==> src/rtl/clock_div_ctrl.sv <==
// clock_div_ctrl: run-time programmable, glitch-free even clock divider.
// clk_o = clk_i / div_q with a one-cycle tick_o at every rising clk_o.
// Enable changes and divisor updates take effect only at the end of an
// output period (the falling edge of clk_o), so clk_o never produces a
// runt phase.
module clock_div_ctrl #(
  parameter int unsigned DivWidth   = 16,
  parameter int unsigned DefaultDiv = 2
) (
  input  logic                clk_i,
  input  logic                rst_ni,
  input  logic                en_i,
  input  logic                cfg_valid_i,
  output logic                cfg_ready_o,
  input  logic [DivWidth-1:0] cfg_div_i,
  output logic                cfg_err_o,
  output logic                clk_o,
  output logic                tick_o,
  output logic                running_o
);

  // Reject parameterisations that cannot produce a legal reset divisor.
  if ((DivWidth < 32'd2) ||
      (DefaultDiv < 32'd2) ||
      ((DefaultDiv % 32'd2) != 32'd0) ||
      ((DivWidth < 32'd32) && ((DefaultDiv >> DivWidth) != 32'd0))) begin : g_bad_default
    $fatal(1, "clock_div_ctrl: DefaultDiv must be even, >= 2 and fit in DivWidth bits");
  end

  localparam logic [DivWidth-1:0] DefaultDivW = DefaultDiv[DivWidth-1:0];
  localparam logic [DivWidth-2:0] CntZero     = {(DivWidth-1){1'b0}};
  localparam logic [DivWidth-2:0] CntOne      = {{(DivWidth-2){1'b0}}, 1'b1};

  typedef enum logic [1:0] {
    StIdle = 2'd0,
    StRun  = 2'd1,
    StStop = 2'd2
  } state_e;

  // A divisor is usable when it is non-zero and even; any such value that
  // fits DivWidth bits is automatically <= 2**DivWidth-2.
  function automatic logic div_legal(input logic [DivWidth-1:0] d);
    return (d != {DivWidth{1'b0}}) && (d[0] == 1'b0);
  endfunction

  state_e                state_r;
  logic [DivWidth-2:0]   cnt_r;
  logic [DivWidth-1:0]   div_r;
  logic [DivWidth-1:0]   pend_div_r;
  logic                  pend_r;
  logic                  clk_r;
  logic                  tick_r;
  logic                  err_r;
  logic                  running_r;

  logic [DivWidth-2:0]   half_s;
  logic [DivWidth-2:0]   cnt_step_s;
  logic                  toggle_s;
  logic                  period_end_s;
  logic                  xfer_s;
  logic                  legal_s;

  // Half-period counter decode and config handshake qualification.
  always_comb begin
    half_s       = div_r[DivWidth-1:1];
    toggle_s     = (cnt_r == (half_s - CntOne));
    period_end_s = toggle_s & clk_r;
    xfer_s       = cfg_valid_i & ~pend_r;
    legal_s      = div_legal(cfg_div_i);
    if (toggle_s) begin
      cnt_step_s = CntZero;
    end else begin
      cnt_step_s = cnt_r + CntOne;
    end
  end

  // Divider FSM, counter, divisor registers and all registered outputs.
  always_ff @(posedge clk_i or negedge rst_ni) begin
    if (!rst_ni) begin
      state_r    <= StIdle;
      cnt_r      <= CntZero;
      div_r      <= DefaultDivW;
      pend_div_r <= DefaultDivW;
      pend_r     <= 1'b0;
      clk_r      <= 1'b0;
      tick_r     <= 1'b0;
      err_r      <= 1'b0;
      running_r  <= 1'b0;
    end else begin
      // An accepted zero or odd divisor is dropped and flagged for one cycle.
      err_r <= xfer_s & ~legal_s;

      case (state_r)
        StIdle: begin
          clk_r  <= 1'b0;
          cnt_r  <= CntZero;
          tick_r <= 1'b0;
          pend_r <= 1'b0;
          // Nothing is being generated, so a legal divisor applies at once.
          if (xfer_s && legal_s) begin
            div_r <= cfg_div_i;
          end
          if (en_i) begin
            state_r   <= StRun;
            running_r <= 1'b1;
          end else begin
            state_r   <= StIdle;
            running_r <= 1'b0;
          end
        end

        StRun, StStop: begin
          tick_r <= toggle_s & ~clk_r;
          if (period_end_s && pend_r) begin
            // Falling edge closes the period: swap in the queued divisor.
            clk_r  <= 1'b0;
            cnt_r  <= CntZero;
            div_r  <= pend_div_r;
            pend_r <= 1'b0;
          end else begin
            if (toggle_s) begin
              clk_r <= ~clk_r;
            end
            cnt_r <= cnt_step_s;
            // A legal update while running is held until the next period end.
            if (xfer_s && legal_s) begin
              pend_div_r <= cfg_div_i;
              pend_r     <= 1'b1;
            end
          end
          // Re-enabling during STOP resumes without touching the phase;
          // otherwise STOP only parks once the current period has completed.
          if (en_i) begin
            state_r   <= StRun;
            running_r <= 1'b1;
          end else if ((state_r == StStop) && period_end_s) begin
            state_r   <= StIdle;
            running_r <= 1'b0;
          end else begin
            state_r   <= StStop;
            running_r <= 1'b1;
          end
        end

        default: begin
          state_r   <= StIdle;
          cnt_r     <= CntZero;
          clk_r     <= 1'b0;
          tick_r    <= 1'b0;
          pend_r    <= 1'b0;
          running_r <= 1'b0;
        end
      endcase
    end
  end

  assign cfg_ready_o = ~pend_r;
  assign cfg_err_o   = err_r;
  assign clk_o       = clk_r;
  assign tick_o      = tick_r;
  assign running_o   = running_r;

endmodule

==> config.mk <==
export PLATFORM = sky130hd
export DESIGN_NAME = clock_div_ctrl
export DESIGN_NICKNAME = d
export VERILOG_FILES = /design/src/rtl/clock_div_ctrl.sv
export SDC_FILE = /design/constraint.sdc
export NUM_CORES = 1
export LEC_CHECK = 0
export ABC_AREA = 1
export CAP_MARGIN = 10
export CORE_MARGIN = 10
export CORE_UTILIZATION = 60
export CTS_CLUSTER_DIAMETER = 200
export DETAILED_ROUTE_END_ITERATION = 6
export GPL_TIMING_DRIVEN = 0
export PLACE_DENSITY_LB_ADDON = 0.12
export SYNTH_ARGS = -nofsm -noshare
export SYNTH_HDL_FRONTEND = slang
export SYNTH_SLANG_ARGS = --single-unit
==> constraint.sdc <==
create_clock -name clk_i -period 3.4 [get_ports clk_i]
set_input_delay 0.68 -clock clk_i [delete_from_list [all_inputs] [get_ports clk_i]]
set_output_delay 0.68 -clock clk_i [all_outputs]
set_load 0.01 [all_outputs]
==> flow_metrics.py, run 1 <==
metrics = {
    "synthesis": {
        "yosysSeqAreaShare_pct": 43.02,
        "netlist_instances": 413,
        "synth_cell_type_count": 32,
        "synth.net_count": 438,
        "yosysWarnings": 0,
        "synth_edf_count": 0,
        "synth_seq_cells": 52,
        "ys_async_sr_fraction_pct": 100.0,
        "synth_area_leader_cell": "dfrtp_1",
        "yosys-top-cells-area": "dfrtp_1 41%, nand2_1 16%, inv_1 6.3%, o21ai_0 5.5%, nand3_1 5.3%",
        "mappedNetlistArea_um2": 3030,
        "synth-main-ff-cell": "dfrtp_1",
        "synth_area_per_cell_um2": 7.338,
        "synth_top_area_share_pct": 41.29,
    },
    "pwr": {
        "fin_total_pwr_mw": 3.069,
        "p_int_mw": 1.654,
        "seqPwrFrac_pct": 32.8,
        "combPwrFrac_pct": 52.6,
        "leakage_nw": 1.741,
        "vdd_drop_max_mv": 0.4914,
        "power_switching_mw": 1.415,
        "sw_frac_of_total_pct": 46.11,
        "clock_power_share_pct": 14.6,
        "p_per_area_nw_per_um2": 879.2,
    },
    "global_routing": {
        "grt_pass1_vias": 2466,
        "grt_pass1_wl_mm": 11.00,
        "grt_antenna_before_repair": 0,
        "grtUsageTotal_pct": 15.59,
        "grt_max_degree": 36,
        "overflow": 0,
    },
    "worst_setup_path": {
        "cp_data_required_time_ns": 3.65,
        "rrSetupSlack_ns": 0.93,
        "startpoint": "cfg_div_i[5]",
        "slowest_stage": "a21oi_1",
        "endpoint": "div_r[2]",
        "r2r-end": "clk_o",
        "cp-end-kind": "register",
        "crit_arrival_ns": 2.81,
        "cp-start-kind": "input port",
        "worstSetupPathType": "input port to register",
        "cpMostUsedCell": "nand3_1",
        "r2r-start": "div_r[1]",
        "cp_cell_sequence": "clkdlybuf4s50_1 -> inv_1 -> nand4_1 -> nor3_1 -> a31oi_1 -> nand3_1 -> a21oi_1 -> buf_2 -> nand3_1 -> nand2_1",
        "max_stage_delay_ns": 0.54,
        "critPathMaxFanout": 10,
        "reg2reg_depth": 16,
    },
    "finish": {
        "layout-drive-gt1-share_pct": 7.623,
        "regArea_um2": 1304,
        "nets": 470,
        "num_antenna_cells": 0,
        "filler_cell_count": 407,
        "most-common-layout-cells": "130 x nand2_1, 51 x inv_1, 50 x dfrtp_1, 42 x nor2_1, 33 x o21ai_0",
        "multi_input_area_um2": 1471,
        "final_common_cell": "nand2_1",
        "area_growth_pct": 15.19,
    },
    "floorplan": {
        "dieArea_um2": 8294,
        "start_util_pct": 62.91,
        "core-area_um2": 4817,
        "fp.dieW_um": 91.07,
        "pin_count": 25,
        "die-height_um": 91.07,
        "rows": 25,
    },
    "drt": {
        "drc": 0,
        "firstDrtPassIters": 4,
        "detail-route-antenna-nets": 0,
        "drt-vias-per-instance": 5.057,
        "drt_iter0_drc": 163,
        "wl_mm": 6.263,
        "wire_per_inst_um": 12.21,
        "via_count": 2594,
    },
    "sta": {
        "skew_ns": 0.009444,
        "maxSlewHeadroom_pct": 56.73,
        "fmax_mhz": 390.6,
        "hold_ws_ns": 0.3012,
        "rsz0062_at_grt": "no",
        "slew_viol_final": 0,
        "tightestPinTransition_ns": 0.6490,
        "fin_crit_sh_pct": 75.30,
        "setup_viol": 0,
        "setup_tns_ns": 0,
        "period_minus_slack_ns": 2.560,
        "hold_viol": 0,
    },
    "clock_tree": {
        "cts_tree": "built",
        "cts_resized": 0,
        "numCtsBuffers": 5,
        "cts_root_buffer": "clkbuf_8",
        "clock_path_buffers": 2,
        "ctsHoldBuffers": 0,
        "cts_num_sinks": 52,
        "htree_levels": 2,
        "cts_setup_buffers": 0,
        "clkTransAtPathRegs_ns": 0.10,
        "worstSkewPairLatency_ns": 0.31,
    },
    "flow_run": {
        "drv_cap": 0,
    },
    "placement": {
        "hpwlAfterDp_mm": 4.837,
        "routabilityCongestion": 0.8070,
        "io_buffer_count": 24,
    },
    "run_status": {
        "status": "finished, final reports clean",
    },
    "min_path": {
        "worstHoldPathType": "input port to async pin",
    },
}
==> metrics by stage <==
step                utilization, %  cells  setup WS [ns]  cell area [um2]
floorplan                        -    413          1.295             3030
global placement             69.64    504         0.1536             3354
detailed placement           69.95    505         0.5075             3369
CTS                          72.47    513         0.8282             3491
global route                 72.47    513         0.6184             3491
finish                       72.47    513         0.8397             3491
==> layer usage <==
layer,vias to the layer above,wire [um],GRT usage [%]
li1,1349,-,-
met1,1177,2910,18.77
met2,58,2994,26.31
met3,10,238,4.115
met4,0,119,5.352
met5,-,0,0
==> final cells by class <==
class	instances	share of cell area, %
plain buffers	12	1.828
clock buffers	6	2.366
clock inverters	2	1.111
inverters	51	5.484
multi-input cells	298	42.15
flip-flops and latches	52	37.35
well taps	67	2.401
repair buffers	25	7.312
==> critical path, delay by kind of cell <==
| family | cells | cell delay, ns |
|---|---|---|
| buf+inv | 3 | 0.84 |
| simple gates | 5 | 0.50 |
| compound gates | 2 | 0.80 |
==> flip-flops by register name (all words and copies together), names as in the netlist <==
register,count
pend_div_r,15
tick_o,1
pend_r,1
div_r,15
state_r,2
cfg_err_o,1
cnt_r,15
running_o,1
clk_o,1
==> worst min path at each step <==
stage | cells after the start | end | from
6_report | 1 | pend_r | rst_ni
2_1_floorplan | 0 | cfg_err_o | rst_ni
4_1_cts | 1 | state_r[1] | rst_ni
3_3_place_gp | 2 | div_r[1] | div_r[1]
5_1_grt | 1 | state_r[1] | rst_ni
3_5_place_dp | 2 | div_r[1] | div_r[1]
==> power groups by stage <==
stage | clock [mW] | sequential (mW) | combinational, mW
after floorplan | 0 | 0.974 | 1.26
after global placement | 0 | 1.00 | 1.57
after detailed placement | 0 | 1.01 | 1.62
after CTS | 0.457 | 1.00 | 1.63
after global routing | 0.490 | 1.04 | 1.85
final | 0.448 | 1.01 | 1.61
==> Yosys cell counts (2+ instances only) <==
master    number
a21oi_1        4
buf_2          2
buf_4          2
clkbuf_1       5
dfrtp_1       50
dfstp_2        2
ha_1           5
inv_1         51
nand2_1      130
nand2_2        2
nand2_4        2
nand3_1       32
nand3b_1       2
nand4_1        4
nor2_1        42
nor2_2         6
nor2_4         4
nor3_1         4
nor3b_1        3
o21ai_0       33
xnor2_1        8
xor2_1        10
==> cell families (layout without fill, tap and decap cells) <==
group	after synthesis	count (layout)	synth area share, %
DFF	52	52	43.02
AOI/OAI and AO/OA	41	41	6.978
xor gates and xnor gates	18	18	5.202
and+or+nand+nor	234	234	34.31
buffers and inverters	63	96	8.422
adders and majority gates	5	5	2.064
No activity file was read; power rests on OpenSTA's default activity.
==> run 2, diff against run 1 <==
Settings changed: CORE_UTILIZATION 60 to 58.
Clock period 3.4 ns to 2.67 ns, I/O delays scaled along.
==> run 2 against run 1 <==
Net effect:
- via count down 0.54%
- cell count up 0.58%
- routed wire length up 0.78%
- die area up 2.7%
- combinational power up 30%
- worst hold slack worse by 0.16 ns
==> flow_metrics.py, run 2 (synthesized netlist as in run 1, its figures left out) <==
metrics = {
    "run_status": {
        "status": "finished, final reports clean",
    },
    "finish": {
        "filler_cell_count": 454,
        "num_antenna_cells": 0,
        "final_common_cell": "nand2_1",
        "top_regs": "cnt_r: 15 flops, div_r: 15 flops, pend_div_r: 15 flops",
        "nets": 470,
        "final_cell_area_um2": 3491,
        "most-common-layout-cells": "129 x nand2_1, 51 x inv_1, 50 x dfrtp_1, 42 x nor2_1, 33 x o21ai_0",
        "final_core_util_pct": 68.79,
        "area_growth_pct": 15.19,
        "layout-drive-gt1-share_pct": 7.848,
        "final_cells": 516,
    },
    "sta": {
        "rsz0062_at_grt": "no",
        "maxSlewHeadroom_pct": 68.75,
        "period_minus_slack_ns": 2.350,
        "fin_crit_sh_pct": 88.03,
        "hold_viol": 0,
        "fmax_mhz": 425.5,
        "setup_tns_ns": 0,
        "finalWorstSetupSlack_ns": 0.3196,
        "slew_viol_final": 0,
        "hold_ws_ns": 0.1460,
        "skew_ns": 0.004325,
        "setup_viol": 0,
        "tightestPinTransition_ns": 0.4688,
    },
    "floorplan": {
        "fp.dieW_um": 92.29,
        "pin_count": 25,
        "dieArea_um2": 8517,
        "start_util_pct": 59.71,
        "die-height_um": 92.29,
        "core-area_um2": 5075,
        "rows": 26,
    },
    "drt": {
        "route.met3.wl_um": 235,
        "wl_met1_mm": 2.968,
        "drt-vias-per-instance": 5.000,
        "drt_iter0_drc": 139,
        "detail-route-antenna-nets": 0,
        "wl_met2_mm": 2.996,
        "via_count": 2580,
        "drc": 0,
        "wl_mm": 6.312,
        "wire_per_inst_um": 12.23,
        "firstDrtPassIters": 4,
        "routed.top_layer": "met4",
    },
    "clock_tree": {
        "numCtsBuffers": 5,
        "worstSkewPairLatency_ns": 0.31,
        "clock_path_buffers": 2,
        "cts_root_buffer": "clkbuf_8",
        "clkTransAtPathRegs_ns": 0.10,
        "cts_tree": "built",
        "htree_levels": 2,
        "ctsHoldBuffers": 0,
        "cts_num_sinks": 52,
    },
    "global_routing": {
        "grt_pass1_vias": 2492,
        "grtUsageTotal_pct": 15.71,
        "grt_pass1_wl_mm": 11.18,
        "grt_antenna_before_repair": 0,
        "overflow": 0,
        "grt_max_degree": 36,
    },
    "pwr": {
        "fin_total_pwr_mw": 3.919,
        "leakage_nw": 1.736,
        "vdd_drop_max_mv": 0.6599,
        "power_switching_mw": 1.829,
        "p_int_mw": 2.090,
        "p_per_area_nw_per_um2": 1123,
        "sw_frac_of_total_pct": 46.67,
        "combPwrFrac_pct": 53.3,
        "clock_power_share_pct": 14.3,
        "seqPwrFrac_pct": 32.4,
    },
    "placement": {
        "pre_cts_ws_ns": -0.09931,
        "io_buffer_count": 24,
        "placed_cell_area_um2": 3373,
        "hpwlAfterDp_mm": 4.919,
        "dp.cells": 508,
        "routabilityCongestion": 0.8124,
    },
    "worst_setup_path": {
        "worstSetupPathType": "register to register",
        "cp-start-kind": "register",
        "crit_arrival_ns": 2.57,
        "critPathMaxFanout": 10,
        "cp-end-kind": "register",
        "cp_data_required_time_ns": 2.88,
    },
    "min_path": {
        "worstHoldPathType": "input port to async pin",
    },
    "flow_run": {
        "drv_cap": 0,
    },
}
## run 2: cell count changes in the layout (fill, tap and decap cells not counted), sizes merged
cell	delta
clkinv	-1
inv	+1
## run 2: worst paths after layout
kind	from	endpoint	slack, ns	depth (start not counted)
max	div_r[1]	div_r[10]	0.32	18
min	rst_ni	cnt_r[4]	0.15	1
max reg2reg	div_r[1]	div_r[10]	0.32	18
min reg2reg	div_r[1]	div_r[1]	0.47	2
max in group asynchronous	rst_ni	pend_div_r[1]	1.94	2
min in group clk_i	div_r[1]	div_r[1]	0.47	2
## run 2: repair_timing
item	in CTS	in global routing
setup endpoints to repair	0	8
resized for setup	0	2
buffers inserted	0	0
## run 2: area by class of cell
type | instances | area, um2 | share of cell area, %
multi-input combinational | 298 | 1478 | 42.33
sequential | 52 | 1304 | 37.35
timing repair buffer | 25 | 255.2 | 7.312
inverter | 51 | 191.4 | 5.484
tap | 70 | 87.58 | 2.509
clock buffer | 6 | 72.57 | 2.079
buffer | 12 | 63.81 | 1.828
clock inverter | 2 | 38.79 | 1.111
## run 2: power by group through the flow
| stage | clock (mW) | combinational [mW] | sequential, mW |
|---|---|---|---|
| 2_1_floorplan | 0 | 1.61 | 1.24 |
| 3_3_place_gp | 0 | 2.01 | 1.28 |
| 3_5_place_dp | 0 | 2.08 | 1.28 |
| 4_1_cts | 0.568 | 2.09 | 1.27 |
| 5_1_grt | 0.593 | 2.40 | 1.31 |
| 6_report | 0.560 | 2.09 | 1.27 |
## run 2: per-layer routing
layer	up-vias	GRT usage, %
li1	1353	-
met1	1169	18.98
met2	47	26.47
met3	11	4.401
met4	0	4.884
met5	-	0
## run 2: critical path, stage by stage, from the launching register on
cell     delay, ns
dfstp_2       0.55
inv_1         0.07
ha_1          0.30
inv_1         0.04
nand2_1       0.05
nand2_1       0.04
nor2_1        0.09
nand2_1       0.06
nor2_1        0.09
nand2_1       0.06
nor2_1        0.10
nand2_1       0.09
nor2_4        0.15
nand4_4       0.10
nand2_4       0.13
nand2_4       0.08
buf_6         0.16
nand2_1       0.06
nand2_1       0.05
==> run 3, diff against run 2 <==
Settings changed: GPL_TIMING_DRIVEN 0 to unset.
==> run 3 against run 2 <==
Net effect:
- via count down 1.7%
- largest cell class unchanged
- global-route usage down 0.69 points
- first-iteration DRC count up 32%
- critical endpoint is now div_r[6]
- utilization about the same
==> flow_metrics.py, run 3 (synthesized netlist as in run 1, its figures left out) <==
metrics = {
    "run_status": {
        "status": "finished, final reports clean",
    },
    "pwr": {
        "p_int_mw": 2.120,
        "power_switching_mw": 1.753,
        "p_per_area_nw_per_um2": 1109,
        "vdd_drop_max_mv": 0.6116,
        "clock_power_share_pct": 16.4,
        "seqPwrFrac_pct": 33.2,
        "sw_frac_of_total_pct": 45.26,
        "leakage_nw": 1.743,
        "combPwrFrac_pct": 50.4,
    },
    "drt": {
        "drt-vias-per-instance": 4.953,
        "detail-route-antenna-nets": 0,
        "drt_iter0_drc": 183,
        "firstDrtPassIters": 4,
        "wl_mm": 6.080,
        "wire_per_inst_um": 11.88,
        "drc": 0,
        "via_count": 2536,
    },
    "finish": {
        "final_common_cell": "nand2_1",
        "top_regs": "cnt_r: 15 flops, div_r: 15 flops, pend_div_r: 15 flops",
        "nets": 466,
        "layout-drive-gt1-share_pct": 8.145,
        "num_antenna_cells": 0,
        "final_cell_area_um2": 3493,
        "most-common-layout-cells": "130 x nand2_1, 51 x inv_1, 50 x dfrtp_1, 42 x nor2_1, 33 x o21ai_0",
        "final_core_util_pct": 68.84,
        "area_growth_pct": 15.28,
    },
    "sta": {
        "hold_viol": 0,
        "slew_viol_final": 0,
        "rsz0062_at_grt": "no",
        "fin_crit_sh_pct": 90.85,
        "tightestPinTransition_ns": 0.6663,
        "finalWorstSetupSlack_ns": 0.2442,
        "setup_tns_ns": 0,
        "maxSlewHeadroom_pct": 55.58,
        "period_minus_slack_ns": 2.426,
        "fmax_mhz": 412.2,
        "hold_ws_ns": 0.2119,
        "setup_viol": 0,
        "skew_ns": 0.008884,
    },
    "worst_setup_path": {
        "cp_cell_sequence": "inv_1 -> ha_1 -> inv_1 -> nand2_1 -> nand2_1 -> nor2_1 -> nand2_1 -> nor2_1 -> nand2_1 -> nor2_1 -> nand2_1 -> nor2_4 -> nand4_4 -> nand2_4 -> nand2_4 -> nand2_1 -> nand2_1",
        "cp-start-kind": "register",
        "slowest_stage": "dfstp_2",
        "path_buf_inv": 2,
        "r2r-end": "div_r[6]",
        "r2r-start": "div_r[1]",
        "max_stage_delay_ns": 0.55,
        "critPathMaxFanout": 17,
        "rrSetupSlack_ns": 0.24,
        "reg2reg_depth": 17,
        "crit_arrival_ns": 2.62,
        "endpoint": "div_r[6]",
        "startpoint": "div_r[1]",
        "cpMostUsedCell": "nand2_1",
        "worstSetupPathType": "register to register",
        "cp_data_required_time_ns": 2.86,
        "crit_family": "simple AND/OR/NAND/NOR gates",
        "cp-end-kind": "register",
        "path_depth": 17,
    },
    "global_routing": {
        "grt_pass1_wl_mm": 10.82,
        "grt_pass1_vias": 2427,
        "grtUsageTotal_pct": 15.02,
        "overflow": 0,
        "grt_max_degree": 36,
        "grt_antenna_before_repair": 0,
    },
    "placement": {
        "io_buffer_count": 24,
        "routabilityCongestion": 0.7857,
        "hpwlAfterDp_mm": 4.705,
        "pre_cts_ws_ns": -0.3044,
        "placed_cell_area_um2": 3357,
    },
    "clock_tree": {
        "worstSkewPairLatency_ns": 0.30,
        "numCtsBuffers": 5,
        "clock_path_buffers": 2,
        "cts_tree": "built",
        "cts_num_sinks": 52,
        "cts_root_buffer": "clkbuf_8",
        "clkTransAtPathRegs_ns": 0.09,
        "cts_setup_buffers": 0,
        "htree_levels": 2,
    },
    "floorplan": {
        "fp.dieW_um": 92.29,
        "start_util_pct": 59.71,
        "dieArea_um2": 8517,
        "rows": 26,
        "die-height_um": 92.29,
        "core-area_um2": 5075,
        "pin_count": 25,
    },
    "flow_run": {
        "drv_cap": 0,
    },
    "min_path": {
        "worstHoldPathType": "input port to async pin",
    },
}
run 3: cell type report:
cell class                      instances  area [um2]
Multi-Input combinational cell        298        1475
Inverter                               51       191.4
Fill cell                             428        1582
Clock buffer                            6       72.57
Tap cell                               70       87.58
Timing Repair Buffer                   33       302.8
Clock inverter                          2       60.06
Sequential cell                        52        1304
run 3: what timing repair did:
action                     in CTS  in global routing
hold buffers                    0                  0
setup endpoints to repair       0                 15
resized for setup               0                  1
run 3: worst min-delay path by stage:
stage                     slack, ns        endpoint  cells after the start
after global placement         0.47  pend_div_r[12]                      2
after floorplan                0.24       cfg_err_o                      0
final                          0.21        cnt_r[3]                      1
after global routing           0.25        cnt_r[4]                      1
after CTS                      0.23   pend_div_r[9]                      1
after detailed placement       0.47  pend_div_r[12]                      2
run 3: routing by layer:
layer,global-route usage [%],up-vias,share of wire [%]
li1,-,1346,-
met1,18.11,1140,46
met2,26.41,42,49
met3,3.178,8,3.7
met4,3.985,0,0.99
met5,0,-,0
run 3: per-stage QoR:
| stage | cells | total power [mW] |
|---|---|---|
| after global placement | 504 | 3.172 |
| after CTS | 512 | 3.898 |
| after detailed placement | 504 | 3.250 |
| after floorplan | 413 | 2.849 |
| after global routing | 512 | 4.281 |
| final | 512 | 3.874 |
run 3: power groups by stage:
stage / clock network (mW) / registers (mW) / logic, mW
after global placement: 0 / 1.28 / 1.89
after floorplan: 0 / 1.24 / 1.61
final: 0.635 / 1.29 / 1.95
after global routing: 0.678 / 1.32 / 2.28
after CTS: 0.649 / 1.28 / 1.97
after detailed placement: 0 / 1.30 / 1.95
